===== src/rtl/alus_arbiter.sv =====
// Two-requester round-robin arbiter/sequencer for the shared scalar ALU pair.
// One issue slot feeds the ALU; results return to the owning requester's response slot.
module alus_arbiter #(
  parameter int unsigned N     = 24,
  parameter int unsigned CNT_W = 16
) (
  input  logic             clk,
  input  logic             rst,
  input  logic [1:0]       req_valid,
  output logic [1:0]       req_ready,
  input  logic [N-1:0]     a_0,
  input  logic [N-1:0]     b_0,
  input  logic [2:0]       ctrl_0,
  input  logic             sel_0,
  input  logic [N-1:0]     a_1,
  input  logic [N-1:0]     b_1,
  input  logic [2:0]       ctrl_1,
  input  logic             sel_1,
  output logic [N-1:0]     alu_A,
  output logic [N-1:0]     alu_B,
  output logic [2:0]       alu_ALUControl,
  output logic             alu_ALUSel,
  input  logic [N-1:0]     alu_result,
  input  logic [3:0]       alu_flags,
  output logic [1:0]       rsp_valid,
  input  logic [1:0]       rsp_ready,
  output logic [N-1:0]     rsp_result_0,
  output logic [N-1:0]     rsp_result_1,
  output logic [3:0]       rsp_flags_0,
  output logic [3:0]       rsp_flags_1,
  output logic             busy,
  output logic [CNT_W-1:0] stall_cnt
);

  typedef enum logic [0:0] {StIdle, StExec} state_e;

  state_e           state_q, state_d;
  logic             owner_q;
  logic             last_grant_q;
  logic [N-1:0]     alu_a_q, alu_b_q;
  logic [2:0]       alu_ctrl_q;
  logic             alu_sel_q;
  logic [1:0]       rsp_valid_q, rsp_valid_d;
  logic [N-1:0]     rsp_result_0_q, rsp_result_1_q;
  logic [3:0]       rsp_flags_0_q, rsp_flags_1_q;
  logic [CNT_W-1:0] stall_cnt_q;

  logic       retire;
  logic       slot_free;
  logic [1:0] grant;
  logic       transfer;
  logic       gnt_idx;

  assign retire    = (state_q == StExec) && (!rsp_valid_q[owner_q] || rsp_ready[owner_q]);
  assign slot_free = (state_q == StIdle) || retire;

  always_comb begin
    grant = 2'b00;
    if (slot_free) begin
      case (req_valid)
        2'b01:   grant = 2'b01;
        2'b10:   grant = 2'b10;
        2'b11:   grant = last_grant_q ? 2'b01 : 2'b10;
        default: grant = 2'b00;
      endcase
    end
  end

  assign transfer = |grant;
  assign gnt_idx  = grant[1];

  always_comb begin
    state_d = state_q;
    if (transfer) begin
      state_d = StExec;
    end else if (slot_free) begin
      state_d = StIdle;
    end
  end

  // A retire into a slot wins over the consumer draining it on the same edge.
  always_comb begin
    rsp_valid_d = rsp_valid_q;
    for (int i = 0; i < 2; i++) begin
      if (retire && (owner_q == 1'(i))) begin
        rsp_valid_d[i] = 1'b1;
      end else if (rsp_ready[i]) begin
        rsp_valid_d[i] = 1'b0;
      end
    end
  end

  always_ff @(posedge clk or posedge rst) begin
    if (rst) begin
      state_q        <= StIdle;
      owner_q        <= 1'b0;
      last_grant_q   <= 1'b1;
      alu_a_q        <= '0;
      alu_b_q        <= '0;
      alu_ctrl_q     <= '0;
      alu_sel_q      <= 1'b0;
      rsp_valid_q    <= '0;
      rsp_result_0_q <= '0;
      rsp_result_1_q <= '0;
      rsp_flags_0_q  <= '0;
      rsp_flags_1_q  <= '0;
      stall_cnt_q    <= '0;
    end else begin
      state_q     <= state_d;
      rsp_valid_q <= rsp_valid_d;
      if (retire && !owner_q) begin
        rsp_result_0_q <= alu_result;
        rsp_flags_0_q  <= alu_flags;
      end
      if (retire && owner_q) begin
        rsp_result_1_q <= alu_result;
        rsp_flags_1_q  <= alu_flags;
      end
      if (transfer) begin
        owner_q      <= gnt_idx;
        last_grant_q <= gnt_idx;
        alu_a_q      <= gnt_idx ? a_1 : a_0;
        alu_b_q      <= gnt_idx ? b_1 : b_0;
        alu_ctrl_q   <= gnt_idx ? ctrl_1 : ctrl_0;
        alu_sel_q    <= gnt_idx ? sel_1 : sel_0;
      end
      if ((state_q == StExec) && !retire && (stall_cnt_q != {CNT_W{1'b1}})) begin
        stall_cnt_q <= stall_cnt_q + CNT_W'(1);
      end
    end
  end

  // Gate the combinational grant so every output reads zero while reset is held.
  assign req_ready      = rst ? 2'b00 : grant;
  assign alu_A          = alu_a_q;
  assign alu_B          = alu_b_q;
  assign alu_ALUControl = alu_ctrl_q;
  assign alu_ALUSel     = alu_sel_q;
  assign rsp_valid      = rsp_valid_q;
  assign rsp_result_0   = rsp_result_0_q;
  assign rsp_result_1   = rsp_result_1_q;
  assign rsp_flags_0    = rsp_flags_0_q;
  assign rsp_flags_1    = rsp_flags_1_q;
  assign busy           = (state_q == StExec);
  assign stall_cnt      = stall_cnt_q;

endmodule


===== config.mk =====
export PLATFORM = sky130hd
export DESIGN_NAME = alus_arbiter
export DESIGN_NICKNAME = d
export VERILOG_FILES = /design/src/rtl/alus_arbiter.sv
export SDC_FILE = /design/constraint.sdc
export NUM_CORES = 1
export LEC_CHECK = 0
export CAP_MARGIN = 25
export CORE_MARGIN = 3
export CORE_UTILIZATION = 25
export DETAILED_ROUTE_END_ITERATION = 12
export PLACE_DENSITY_LB_ADDON = 0.08
export SLEW_MARGIN = 0
export SYNTH_ARGS = -nofsm -noshare
export SYNTH_HDL_FRONTEND = slang
export SYNTH_SLANG_ARGS = --single-unit

===== constraint.sdc =====
create_clock -name clk -period 7.9 [get_ports clk]
set_clock_uncertainty 0.1 [all_clocks]
set_input_delay 1.975 -clock clk [delete_from_list [all_inputs] [get_ports clk]]
set_output_delay 1.975 -clock clk [all_outputs]
set_load 0.02 [all_outputs]

==> summary.txt <==
Timing
  – Hold Fails Final Rpt: 0
  – Max-slew violations: 0
  – Actual slew at the worst max-slew pin: 0.979 ns
  – Tcrit/Tclk final: 78.6%
  – Max Clock Freq: 161 MHz
  – Final setup fails: 0
  – Unrepaired setup endpoints after global routing: no
  – Period minus WS final: 6.21 ns
  – Slew HR: 34.7%
  – TNS Setup: 0 ns

Detailed routing
  – Final ANT Viol Nets: 0
  – DRT Pass-1 Iters: 6
  – Initial DRC count: 193
  – Vias per cell: 4.39
  – Routed wire length: 16900 um
  – Wire per inst: 16.9 um
  – Vias: 4390
  – DRC viols: 0

Final layout
  – Share of layout cells above drive strength 1: 15.2%
  – Nets: 851
  – Area grow syn2layout: 64.8%
  – Fill count: 1982
  – N_diodes: 0

Power
  – Total Power: 3540 uW
  – Pwr dens: 388 nW/um^2
  – Worst vdd ir: 0.221 mV
  – Leak Pwr: 0.00377 uW

Yosys
  – Yosys warning count: 0
  – Seq cells post-synth: 129
  – Post-Syn Area: 5530 um^2
  – Asr flop ratio synth: 100%
  – Synth Instances: 445
  – Post-synth cell types: 40
  – Syn Area/Cell: 12.4 um^2
  – Post-synthesis sequential area ratio: 58.4%
  – Number of synthesized flops with an enable pin: 0
  – Syn nets: 584
  – Synth Flop Type: dfrtp_1

Setup path
  – RR Endpoint: alu_B[11]
  – Crit path required time: 5.83 ns
  – Crit path DAT: 4.13 ns
  – Startpoint Class: input port
  – Worst r2r src: busy
  – Worst Setup End Kind: output port
  – Crit Path Max Fanout: 16
  – R2r worst-path depth: 4
  – Crit path kind: in -> out
  – Reg-to-reg slack, setup: 5.73 ns

Die
  – Core Box Area: 21400 um^2
  – IO Pins: 267
  – Initial core utilization: 25.9%
  – Die Y: 155 um
  – DIE WIDTH: 155 um
  – Row cnt: 53
  – Die area: 24000 um^2

Run
  – Max Cap Violations: 0

Min path
  – Worst min path class: reg -> reg
  – Hold Path Depth: 1
  – Hold path endpoint: rsp_result_0[10]
  – HP Start: rsp_result_0[10]

Clock network
  – Longest Clk Path Bufs: 2
  – Clk_lat worst skew: 0.41 ns
  – CTS tree: yes
  – CTS H-tree lvls: 4
  – Root buffer selected by CTS: clkbuf_16
  – Clk slew on worst S/H paths: 0.06 ns
  – CTS sink cnt: 129
  – Postcts setup bufs: 0
  – Post-CTS sizing: 0
  – Total CTS buffers: 17
  – Post-CTS Hold Fix Bufs: 0

Global route
  – Tot GR Track Use: 13.9%
  – Grt ovf: 0
  – Largest net degree at the start of global routing: 105
  – Initial antenna violation count: 0
  – First-pass GRT wire length: 26100 um
  – Number of global-route vias before repair: 4703

Placed design
  – IO buf count: 266
  – Routability congestion estimate: 0.818
  – Placed wire-length estimate: 12600 um

Outcome
  – Outcome: complete, no violations
## worst max-delay path: stages
cell	delay [ns]
clkdlybuf4s50_1	0.46
and4bb_1	0.29
nor2_2	0.51
o2111a_1	0.29
clkdlybuf4s50_1	0.61
## logic make-up (layout without fill, tap and decap cells)
family | Yosys count | count (layout) | share of synthesized area (%)
buffers and inverters | 27 | 307 | 2.44
XOR/XNOR | 9 | 9 | 1.42
flip-flops | 129 | 129 | 58.4
adder cells (fa/ha/maj) | 1 | 1 | 0.226
AND/OR/NAND/NOR | 100 | 100 | 9.20
AO/OA/AOI/OAI | 65 | 65 | 6.24
multiplexers | 114 | 114 | 22.1
## routing by layer
layer  vias to the layer above  GRT usage, %  wire length (um)
li1                       2119             -                 -
met1                      2084          15.0              6340
met2                       176          23.5              8300
met3                        11          7.89              2050
met4                         0          3.57               201
met5                         -             0                 0
## metrics by stage
step / util [%] / worst slack (ns) / cells / hold slack, ns / instance area, um^2
finish: 42.7 / 1.69 / 1000 / 0.405 / 9120
global route: 42.7 / 1.57 / 1000 / 0.415 / 9120
CTS: 42.7 / 1.69 / 1000 / 0.406 / 9120
detailed placement: 39.7 / 1.69 / 968 / 0.393 / 8480
global placement: 39.7 / 1.73 / 968 / 0.388 / 8480
floorplan: - / 0.562 / 445 / 0.408 / 5530
## synth_stat cells (2+ instances only)
library cell  number  area [um^2]
dfrtp_1          128         3200
mux2_2            61          687
a21oi_1           55          275
nor2_1            55          206
mux2i_1           52          521
buf_2             18         90.1
nand2_1           10         37.5
xor2_1             9         78.8
nor4_1             6         37.5
nand3_1            5         25.0
clkbuf_1           4         15.0
o21ai_0            4         20.0
inv_1              3         11.3
nand2b_1           3         18.8
nor3_1             3         15.0
nand4_1            2         12.5
nor2_2             2         12.5
nor2b_1            2         12.5
o211ai_1           2         15.0
## state kept, by name (all words and copies together) (netlist names), 2 cells and up
| register | flops |
|---|---|
| alu_A | 24 |
| rsp_result_1 | 24 |
| rsp_flags_0 | 4 |
| rsp_result_0 | 24 |
| stall_cnt | 16 |
| alu_B | 24 |
| rsp_flags_1 | 4 |
| rsp_valid | 2 |
| alu_ALUControl | 3 |
## area by class of cell
class | count | area, um^2 | area share [%]
clock inverter | 14 | 204 | 2.24
multi-input combinational | 289 | 2190 | 24.0
inverter | 3 | 13.8 | 0.151
timing repair buffer | 272 | 2710 | 29.7
sequential | 129 | 3230 | 35.4
tap | 275 | 344 | 3.77
clock buffer | 18 | 429 | 4.71
## worst max path at each step
stage	from	slack, ns	depth (start not counted)	to
floorplan	rst	0.56	2	req_ready[0]
global placement	rsp_ready[0]	1.73	5	req_ready[0]
detailed placement	rsp_ready[0]	1.69	5	req_ready[0]
CTS	rsp_ready[0]	1.69	5	req_ready[0]
global route	rsp_ready[0]	1.57	5	req_ready[0]
finish	rsp_ready[0]	1.69	5	req_ready[0]
## cells in the final DEF (no fill, tap or decap), types with 4 or more instances in the layout
master,synthesis,routed
a21oi_1,55,54
buf_4,1,6
bufinv_16,0,4
clkbuf_16,0,17
clkdlybuf4s50_1,0,266
clkinv_4,0,4
dfrtp_1,128,128
mux2_2,61,61
mux2i_1,52,52
nand2_1,10,10
nand3_1,5,5
nor2_1,55,55
nor4_1,6,6
o21ai_0,4,4
xor2_1,9,9
## power by group
part | switching, uW | internal [uW]
combinational | 797 | 795
clock | 304 | 533
sequential | 162 | 946
total | 1260 | 2270
Note: power is estimated with default switching activity, not from simulation.
